### config.mk
export PLATFORM = sky130hd
export DESIGN_NAME = axis_upsizer_8to32
export DESIGN_NICKNAME = d
export VERILOG_FILES = /design/src/rtl/axis_upsizer_8to32.sv
export SDC_FILE = /design/constraint.sdc
export NUM_CORES = 1
export LEC_CHECK = 0
export ABC_AREA = 1
export BUFFER_PORTS_ARGS = -buffer_cell sky130_fd_sc_hd__buf_4
export CELL_PAD_IN_SITES_DETAIL_PLACEMENT = 0
export CELL_PAD_IN_SITES_GLOBAL_PLACEMENT = 1
export CORE_ASPECT_RATIO = 1.2
export CORE_MARGIN = 3
export CORE_UTILIZATION = 40
export CTS_BUF_LIST = sky130_fd_sc_hd__clkbuf_16
export CTS_CLUSTER_SIZE = 28
export DETAILED_ROUTE_END_ITERATION = 8
export PLACE_DENSITY = 0.87
export SYNTH_ARGS = -nofsm -noshare
export SYNTH_HDL_FRONTEND = slang
export SYNTH_SLANG_ARGS = --single-unit
export TNS_END_PERCENT = 5
### constraint.sdc
create_clock -name aclk -period 3.9 [get_ports aclk]
set_input_delay 0.195 -clock aclk [delete_from_list [all_inputs] [get_ports aclk]]
set_output_delay 0.195 -clock aclk [all_outputs]
set_load 0.02 [all_outputs]
### src/rtl/axis_upsizer_8to32.sv
// Packs an 8-bit AXI-Stream into 32-bit words with a byte keep mask.
// A tlast byte flushes a partial word, and delivered packets are counted.
module axis_upsizer_8to32 #(
    parameter int BYTE_ORDER = 0,
    parameter int CNT_W      = 16
) (
    input  logic             aclk,
    input  logic             areset,
    input  logic [7:0]       s_axis_tdata,
    input  logic             s_axis_tvalid,
    input  logic             s_axis_tlast,
    output logic             s_axis_tready,
    output logic [31:0]      m_axis_tdata,
    output logic [3:0]       m_axis_tkeep,
    output logic             m_axis_tvalid,
    output logic             m_axis_tlast,
    input  logic             m_axis_tready,
    output logic [CNT_W-1:0] pkt_count
);

    typedef enum logic [1:0] {FILL0 = 2'd0, FILL1 = 2'd1, FILL2 = 2'd2, FILL3 = 2'd3} state_t;

    state_t             state_reg, state_next;
    logic [1:0]         idx;
    logic [23:0]        hold_reg;
    logic [31:0]        tdata_reg;
    logic [3:0]         tkeep_reg;
    logic               tvalid_reg;
    logic               tlast_reg;
    logic [CNT_W-1:0]   pkt_count_reg;

    logic               s_ready;
    logic               s_fire;
    logic               m_fire;
    logic               word_done;
    logic [7:0]         lane_data [4];
    logic [3:0]         lane_keep;
    logic [31:0]        word_next;
    logic [3:0]         keep_next;

    assign idx       = state_reg;
    assign s_ready   = ~areset & (~tvalid_reg | m_axis_tready);
    assign s_fire    = s_axis_tvalid & s_ready;
    assign m_fire    = tvalid_reg & m_axis_tready;
    assign word_done = s_fire & ((state_reg == FILL3) | s_axis_tlast);

    // Lanes below idx come from the holding register, lane idx is the live byte,
    // lanes above idx are zero.
    genvar gi;
    generate
        for (gi = 0; gi < 4; gi++) begin : g_lane
            localparam logic [1:0] LANE = 2'(gi);
            if (gi < 3) begin : g_held
                assign lane_data[gi] = (LANE < idx)  ? hold_reg[8*gi +: 8] :
                                       (LANE == idx) ? s_axis_tdata : 8'd0;
            end else begin : g_top
                assign lane_data[gi] = (LANE == idx) ? s_axis_tdata : 8'd0;
            end
            assign lane_keep[gi] = (LANE <= idx);

            if (BYTE_ORDER == 0) begin : g_fwd
                assign word_next[8*gi +: 8] = lane_data[gi];
                assign keep_next[gi]        = lane_keep[gi];
            end else begin : g_rev
                assign word_next[8*(3-gi) +: 8] = lane_data[gi];
                assign keep_next[3-gi]          = lane_keep[gi];
            end
        end
    endgenerate

    always_ff @(posedge aclk) begin
        if (areset) begin
            state_reg <= FILL0;
        end else begin
            state_reg <= state_next;
        end
    end

    always_comb begin
        state_next = state_reg;
        if (word_done) begin
            state_next = FILL0;
        end else if (s_fire) begin
            state_next = state_t'(idx + 2'd1);
        end
    end

    always_ff @(posedge aclk) begin
        if (areset) begin
            hold_reg <= 24'd0;
        end else if (s_fire && !word_done) begin
            for (int i = 0; i < 3; i++) begin
                if (idx == 2'(i)) begin
                    hold_reg[8*i +: 8] <= s_axis_tdata;
                end
            end
        end
    end

    // A completing byte may load while the previous word drains in the same cycle.
    always_ff @(posedge aclk) begin
        if (areset) begin
            tdata_reg  <= 32'd0;
            tkeep_reg  <= 4'd0;
            tvalid_reg <= 1'b0;
            tlast_reg  <= 1'b0;
        end else if (word_done) begin
            tdata_reg  <= word_next;
            tkeep_reg  <= keep_next;
            tvalid_reg <= 1'b1;
            tlast_reg  <= s_axis_tlast;
        end else if (m_fire) begin
            tvalid_reg <= 1'b0;
        end
    end

    always_ff @(posedge aclk) begin
        if (areset) begin
            pkt_count_reg <= '0;
        end else if (m_fire && tlast_reg) begin
            pkt_count_reg <= pkt_count_reg + 1'b1;
        end
    end

    assign s_axis_tready = s_ready;
    assign m_axis_tdata  = tdata_reg;
    assign m_axis_tkeep  = tkeep_reg;
    assign m_axis_tvalid = tvalid_reg;
    assign m_axis_tlast  = tlast_reg;
    assign pkt_count     = pkt_count_reg;

endmodule
Word-level counts from Yosys, hierarchy flattened

Index checks and enable logic that the tools add are counted.

Bits in registers: 80
Input port bits: 13
Output and inout port bits: 55

Add/subtract/negate cells: 2
$lt $le $gt $ge: 7
Equality and inequality tests: 6
Multiplexer cells: 9
Bitwise logic cells: 8
Reductions and logical operators: 9

Operators with widths:

| kind                    | number |
|---|---|
| $mux W8                 | 7 |
| $add A16 B1 Y16 const B | 1 |
| $reduce_and A2 Y1       | 3 |
| $and A1 B1 Y1           | 4 |
| $eq A2 B2 Y1 const A    | 2 |
| $eq A2 B2 Y1 const B    | 2 |
| $le A1 B2 Y1 const A    | 2 |
| $le A2 B2 Y1 const A    | 2 |
| $lt A1 B2 Y1 const A    | 2 |
| $add A2 B1 Y2 const B   | 1 |
| $eq A1 B2 Y1 const A    | 1 |
| $eq A2 B1 Y1 const B    | 1 |
| $logic_and A1 B1 Y1     | 2 |
| $logic_not A2 Y1        | 1 |
| $lt A2 B2 Y1 const A    | 1 |
| $mux W1                 | 2 |
| $not A1 Y1              | 2 |
| $or A1 B1 Y1            | 2 |
| $reduce_bool A2 Y1      | 1 |
| $reduce_or A2 Y1        | 1 |
| $logic_not A1 Y1        | 1 |

Longest topological paths before layout

Gate-level depths: netlist of the first run.

Depth in word-level cells: 8
Depth in mapped cells: 11
Mapped depth without buffers: 8

Worst setup path before layout of the first run

No wires, ideal clock.

Kind: flip-flop to flip-flop
From: reg state_reg[1], in the netlist idx[1]
To: reg tdata_reg[0], in the netlist m_axis_tdata[0]
Setup time: 0.116 ns
Data arrival time: 1.898 ns
Data required time: 3.784 ns
Slack: 1.887 ns
Stages on the path, launching flop included: 11
Buffers on the path: 4
Cells stage by stage: dfxtp_1 > buf_2 > clkbuf_1 > inv_1 > ha_1 > buf_2 > inv_1 > buf_2 > o21ai_0 > o21ai_0 > nor2_1

Cells in the longest elaborated chain, start to end: 3
Elaborated cells between the ends (all ways): 7
Those cells by class: order compare: 1; eq/ne: 1; mux: 2; bitwise: 2; reduce/logical: 1

Ends and longest elaborated chain:

| what                                             | RTL line | RTL |
|---|---|---|
| start, declared                                  | 23       | `state_t state_reg, state_next;` |
| start signal, assigned                           | 75       | `state_reg <= state_next;` |
| $eq A2 B2 Y1 or $logic_not A2 Y1 (tied branches) | 45, 55   |  |
| $or A1 B1 Y1 or $mux W8 (tied branches)          | 45, 55   |  |
| $and A1 B1 Y1 or $mux W8 (tied branches)         | 45, 54   |  |
| end signal, assigned                             | 108      | `tdata_reg <= word_next;` |
| end, declared                                    | 26       | `logic [31:0] tdata_reg;` |

Several ways; a longest one is shown, not always the timed one.
A chain may end at the register's enable or synchronous reset.

Worst setup path after layout of the first run

From: reg state_reg[1], in the netlist idx[1]
To: reg tdata_reg[2], in the netlist m_axis_tdata[2]

Same word-level chain as after synthesis.

==> results of run 1 <==
## final timing paths
kind	end
worst max register to register	m_axis_tdata[2]
worst min-delay path	m_axis_tlast
worst min register to register	m_axis_tkeep[3]
worst max-delay path	m_axis_tdata[2]
## worst min-delay path: cells and delay by family
family,cells,cell delay (ns)
AO/OA/AOI/OAI,1,0.06
buffers and inverters,1,0.13
AND/OR/NAND/NOR,1,0.06
## through the flow
step	utilization (%)	total power, mW	cell area, um^2	instances
final	51.4	1.91	4450	681
after global routing	51.4	1.98	4450	681
after CTS	51.4	1.93	4450	681
after detailed placement	47.8	1.04	4130	665
after global placement	47.8	1.04	4130	665
after floorplan	-	0.981	3600	502
## synthesized netlist by cell type, types with 3 or more instances
| library cell | n |
|---|---|
| nor2_1 | 129 |
| nand2_1 | 101 |
| dfxtp_1 | 80 |
| o21ai_0 | 46 |
| inv_1 | 30 |
| nand3_1 | 29 |
| o31ai_1 | 16 |
| a21oi_1 | 10 |
| nor2_4 | 8 |
| buf_2 | 7 |
| clkbuf_1 | 7 |
| ha_1 | 7 |
| nand4_1 | 5 |
| nor3_1 | 4 |
| buf_1 | 3 |
| buf_6 | 3 |
## layout make-up
| cell class | count | area, um^2 | area share [%] |
|---|---|---|---|
| multi-input combinational | 366 | 1750 | 39.3 |
| sequential | 80 | 1600 | 36.0 |
| timing repair buffer | 68 | 510 | 11.5 |
| clock buffer | 9 | 225 | 5.07 |
| tap | 117 | 146 | 3.29 |
| inverter | 34 | 128 | 2.87 |
| clock inverter | 7 | 86.3 | 1.94 |
## per-layer routing
metal	vias to the layer above	global-route usage [%]	wire (um)
met5	-	0	0
met4	0	8.39	239
met2	71	32.9	4400
li1	1733	-	-
met1	1505	21.4	3970
met3	16	4.24	459
## kinds of logic (layout without fill, tap and decap cells)
logic type	Yosys count	in the layout
XOR/XNOR	1	1
AO/OA/AOI/OAI	72	72
flip-flops	80	80
adder cells (fa/ha/maj)	7	7
buffers and inverters	56	118
AND/OR/NAND/NOR	286	286
## power groups by stage
stage	Sequential, mW	Clock [mW]	Combinational (mW)
CTS	0.853	0.906	0.171
detailed placement	0.871	0	0.171
global placement	0.871	0	0.169
floorplan	0.887	0	0.0949
global route	0.856	0.937	0.189
finish	0.853	0.887	0.170
==> results by group, run 1 <==
Synth
  • Async S/R FF share, synth: 0%
  • Synth area leaders: dfxtp_1 (45%), nor2_1 (13%), nand2_1 (11%)
  • Cell Area, Synth: approximately 3600 um^2
  • Area leader, netlist: dfxtp_1
  • Mux cell area share after synthesis: 0%
  • Synthesized Nets: 522
  • Post-synth EDFFs: 0
  • Area share of fa/ha/maj cells after synthesis: 2.43%
  • Netlist cell types: 28
  • Synth Area in Compound Gates: between 10% and 20%
  • Synth Register Bits: 80
  • Synth Area in XOR/XNOR: less than 1%
  • Largest family of logic cells by synthesized area: simple AND/OR/NAND/NOR gates
  • Synth Area per Inst: 7.17 um^2
  • Yosys top cell area share: between 40% and 50%
  • Synth Area in Simple Gates: 34.8%
  • Yosys warnings: 0
  • Sequential share of the synthesized area: between 40 and 50%
  • Predominant post-synthesis flop cell: dfxtp_1
  • Post-synthesis cell count: between 500 and 600

Pwr
  • Sequential cell fraction of total power: 44.7%
  • Switching fraction of total power: 24.0%
  • Comb pwr share: 8.9%
  • Int Pwr: about 1.5 mW
  • Peak supply drop: around 0.28 mV
  • Clock power share: a little under half
  • Pwr dens: between 400 and 500 nW/um^2
  • Leak Pwr: around 1.9 nW
  • Switch Pwr: around 0.46 mW

Die
  • I/O Pins: between 60 and 70
  • CORE AREA: 8660 um^2
  • Die Y: 110 um
  • Die area: ~10000 um^2
  • Initial core utilization: around two fifths
  • Die Wd: 92.6 um
  • Cell Rows: 37

Clock network
  • Clock Path Buffers: 2
  • H-tree depth: 3
  • Resize count post-CTS: 0
  • Hold bufs inserted after CTS: 0
  • Post-CTS setup repair buffer count: 0
  • Clk Latency, worst-skew pair: 0.34 ns
  • CTS tree: done
  • Root buf cell: clkbuf_16
  • Reg clk slew, reported paths: around 0.06 ns
  • Cts bufs inserted: 9
  • # clock sinks: 80

Setup path
  • Setup crit start: idx[1]
  • R2R Path Start: idx[1]
  • Delay-heaviest family, CP: flip-flops
  • WS Path Type: reg2reg
  • Cells along the critical path: inv_1 -> ha_1 -> inv_1 -> o21ai_0 -> o21ai_0 -> nor2_1
  • Worst Path Arrival: 2.45 ns
  • WP depth: 6
  • Critical path's slowest cell: dfxtp_1
  • R2R setup slack: ~1.7 ns
  • R2R cell count: 6
  • CP Max Fanout: 22
  • Critical Path Max Stage Delay: between 0.7 and 0.8 ns
  • Setup crit end kind: flip-flop
  • Critical path buffer and inverter count: 2
  • Critical Path Start Type: flip-flop
  • Req. time, crit path: around 4.1 ns

Drt
  • Drt drc: 0
  • Starting DRC count in detailed routing: between 150 and 200
  • Vias/cell: a little under 5
  • Via count: between 3000 and 4000
  • DRT Pass-1 Iters: 5
  • Number of routed nets with antenna violations: 0
  • Final WL: between 9000 and 10000 um
  • Wire length per cell: approximately 13 um

Placed design
  • IO buf count: between 60 and 70
  • GP Congestion: a little under 0.8
  • Post-DP HPWL: ~6300 um
  • Worst slack, placed: 1.72 ns

Finish
  • Max reg flops: 32
  • Most frequent cells in the layout: nor2_1 (129), nand2_1 (101), dfxtp_1 (80)
  • Commonest non-fill, non-tap cell in the layout: nor2_1
  • Fillers: 905
  • Area delta synth->final: 23.5%
  • Nets: about 580
  • Inserted Diodes: 0
  • Layout cells sized above 1: approximately 18%

Worst hold path
  • Hold Path Depth: 3
  • HP Start: s_axis_tlast
  • Hold Path Class: in2reg

Global routing
  • Grt ovf: 0
  • Largest net degree at the start of global routing: 34
  • Number of antenna violations at the first check in global routing: 0
  • First-pass GRT wire length: about 15000 um
  • Total track usage: 18.6%
  • Vias in the first global route: between 3000 and 4000

Timing
  • Clock skew: between 0.005 and 0.006 ns
  • Max Slew Vio Count: 0
  • Total Negative Setup Slacks: 0 ns
  • FMAX: 0.450 GHz
  • Tightest Pin Transition: between 0.8 and 0.9 ns
  • Tcrit/Tclk final: a little under three fifths
  • Slack of the critical path: 1.68 ns
  • Setup violations, final: 0
  • Normalized max-slew margin: 43.7%
  • Fin crit period: approximately 2.2 ns
  • Final hold vios: 0
  • Final hold slack: approximately 0.15 ns
  • RSZ-0062 raised after global routing: false

Job
  • Max-cap viol count: 0

Outcome
  • Outcome: finished clean
(Power assumes the default switching activity.)
==> run 2: changes to the inputs <==
- CORE_UTILIZATION: 40 -> 39
- PLACE_DENSITY: 0.87 -> 0.86
- clock period: 3.9 -> 2.3 ns (I/O delays scaled with it)
==> results by group, run 2 (synthesized netlist as in run 1, its figures left out) <==
Timing
  • Tcrit/Tclk final: 79.3% (+22 points)
  • Setup violations, final: 0 (unchanged)
  • Clock skew: 0.00807 ns (+0.00302 ns)
  • Total Negative Setup Slacks: 0 ns (unchanged)
  • Fin crit period: 1.82 ns (-0.400 ns)
  • Tightest Pin Transition: 0.522 ns (-0.322 ns)
  • RSZ-0062 raised after global routing: false
  • Max Slew Vio Count: 0 (unchanged)
  • FMAX: 0.548 GHz (+22%)
  • Slack of the critical path: 0.477 ns (-1.20 ns)
  • Final hold vios: 0 (unchanged)
  • Normalized max-slew margin: 65.1% (+21 points)

Setup path
  • WS Path Type: reg2reg
  • Delay-heaviest family, CP: buffers and inverters
  • CP Max Fanout: 17 (-23%)
  • Cells along the critical path: inv_1 -> ha_1 -> inv_1 -> o21ai_0 -> o21ai_0 -> nor2_1
  • Req. time, crit path: 2.53 ns (-1.60 ns)
  • Critical path buffer and inverter count: 2 (unchanged)
  • Worst Path Arrival: 2.05 ns (-0.40 ns)
  • Critical Path Start Type: flip-flop
  • Setup crit end kind: flip-flop
  • Critical Path Max Stage Delay: 0.44 ns (-0.33 ns)
  • Critical path's slowest cell: dfxtp_1

Placed design
  • Dpl cell area: 4150 um^2 (+0.36%)
  • Post-DP HPWL: 6230 um (-0.90%)
  • IO buf count: 67 (unchanged)
  • GP Congestion: 0.791 (-0.47%)
  • Worst slack, placed: 0.473 ns (-1.25 ns)

Die
  • Initial core utilization: 40.9% (-0.66 points)
  • I/O Pins: 68 (unchanged)
  • CORE AREA: 8800 um^2 (+1.6%)
  • Die Y: 111 um (+1.2%)
  • Die Wd: 93.7 um (+1.2%)
  • Die area: 10400 um^2 (+2.4%)
  • Cell Rows: 37 (unchanged)

Finish
  • Nets: 581 (+0.35%)
  • Max reg flops: 32 (unchanged)
  • Post-Layout Inst Area: 4470 um^2 (+0.51%)
  • Inserted Diodes: 0 (unchanged)
  • Area delta synth->final: 24.2%
  • Commonest non-fill, non-tap cell in the layout: nor2_1
  • Layout cells sized above 1: 18.2% (+0.50 points)
  • Most frequent cells in the layout: nor2_1 (129), nand2_1 (101), dfxtp_1 (80)

Clock network
  • H-tree depth: 3 (unchanged)
  • Resize count post-CTS: 0 (unchanged)
  • Post-CTS setup repair buffer count: 0 (unchanged)
  • Reg clk slew, reported paths: 0.06 ns (about the same)
  • # clock sinks: 80 (unchanged)
  • Hold bufs inserted after CTS: 0 (unchanged)
  • CTS tree: done
  • Clk Latency, worst-skew pair: 0.33 ns (about the same)
  • Cts bufs inserted: 9 (unchanged)
  • Clock Path Buffers: 2 (unchanged)
  • Root buf cell: clkbuf_16

Pwr
  • Switching fraction of total power: 24.2% (+0.18 points)
  • Sequential cell fraction of total power: 44.3% (-0.4 points)
  • Switch Pwr: 0.789 mW (+72%)
  • Peak supply drop: 0.353 mV (+26%)
  • Comb pwr share: 8.9% (about the same)
  • Pwr dens: 730 nW/um^2 (+70%)
  • Clock power share: 46.8% (+0.3 points)
  • Int Pwr: 2.47 mW (+70%)
  • Leak Pwr: 1.92 nW (+0.42%)

Drt
  • Wire length per cell: 13.1 um (-1.5%)
  • Via count: 3284 (-1.2%)
  • Final WL: 8940 um (-1.4%)
  • Drt drc: 0 (unchanged)
  • Vias/cell: 4.82 (-1.4%)
  • Number of routed nets with antenna violations: 0 (unchanged)
  • Starting DRC count in detailed routing: 213 (+20%)
  • DRT Pass-1 Iters: 4 (-1)

Worst hold path
  • Hold Path Class: in2reg

Global routing
  • Met3 Use GR: 3.05% (-1.2 points)
  • Grt ovf: 0 (unchanged)
  • Largest net degree at the start of global routing: 35 (+2.9%)
  • Vias in the first global route: 3089 (+0.68%)
  • Number of antenna violations at the first check in global routing: 0 (unchanged)
  • GR Layer Usage met2: 30.9% (-1.9 points)
  • First-pass GRT wire length: 14900 um (+1.3%)
  • GR peak layer: met2
  • Total track usage: 17.9% (-0.68 points)
  • Met1 Usage GRT: 22.1% (+0.68 points)

Outcome
  • Outcome: finished clean

Job
  • Max-cap viol count: 0 (unchanged)
run 2: stage by stage:
stage,total power [mW],std cells,utilization [%],hold WS (ns)
2_1_floorplan,1.66,502,-,0.262
3_3_place_gp,1.76,667,47.2,0.406
3_5_place_dp,1.77,667,47.2,0.419
4_1_cts,3.30,682,50.8,0.0691
5_1_grt,3.39,682,50.8,0.0885
6_report,3.26,682,50.8,0.0749
run 2: final cells by class:
cell class | count | area (um^2)
Sequential cell | 80 | 1600
Multi-Input combinational cell | 366 | 1750
Inverter | 34 | 128
Timing Repair Buffer | 70 | 526
Clock buffer | 9 | 225
Clock inverter | 6 | 93.8
Tap cell | 117 | 146
Fill cell | 900 | 4330
run 2: worst paths after layout:
kind / start / endpoint / slack, ns / cells past startpoint
setup / recovery: idx[1] / m_axis_tdata[0] / 0.48 / 6
hold / removal: s_axis_tlast / m_axis_tlast / 0.07 / 3
setup reg to reg: idx[1] / m_axis_tdata[0] / 0.48 / 6
hold reg to reg: m_axis_tdata[29] / m_axis_tdata[29] / 0.46 / 2
run 2: worst register-to-register path: cells and delay by family (launching register included):
kind | cells | cell delay [ns]
AND/OR/NAND/NOR | 1 | 0.06
flip-flops | 1 | 0.44
buffers and inverters | 2 | 0.53
adder cells (fa/ha/maj) | 1 | 0.31
AO/OA/AOI/OAI | 2 | 0.39
run 2: power groups by stage:
stage                     Sequential, mW  Combinational, mW  Clock (mW)
after floorplan                     1.50              0.161           0
after global placement              1.47              0.289           0
after detailed placement            1.48              0.292           0
after CTS                           1.44              0.293        1.56
after global routing                1.45              0.322        1.62
final                               1.44              0.290        1.53
run 2: metal layers:
layer / part of all wire (%) / vias up
li1: - / 1722
met1: 45 / 1490
met2: 49 / 62
met3: 4.3 / 10
met4: 1.5 / 0
met5: 0 / -
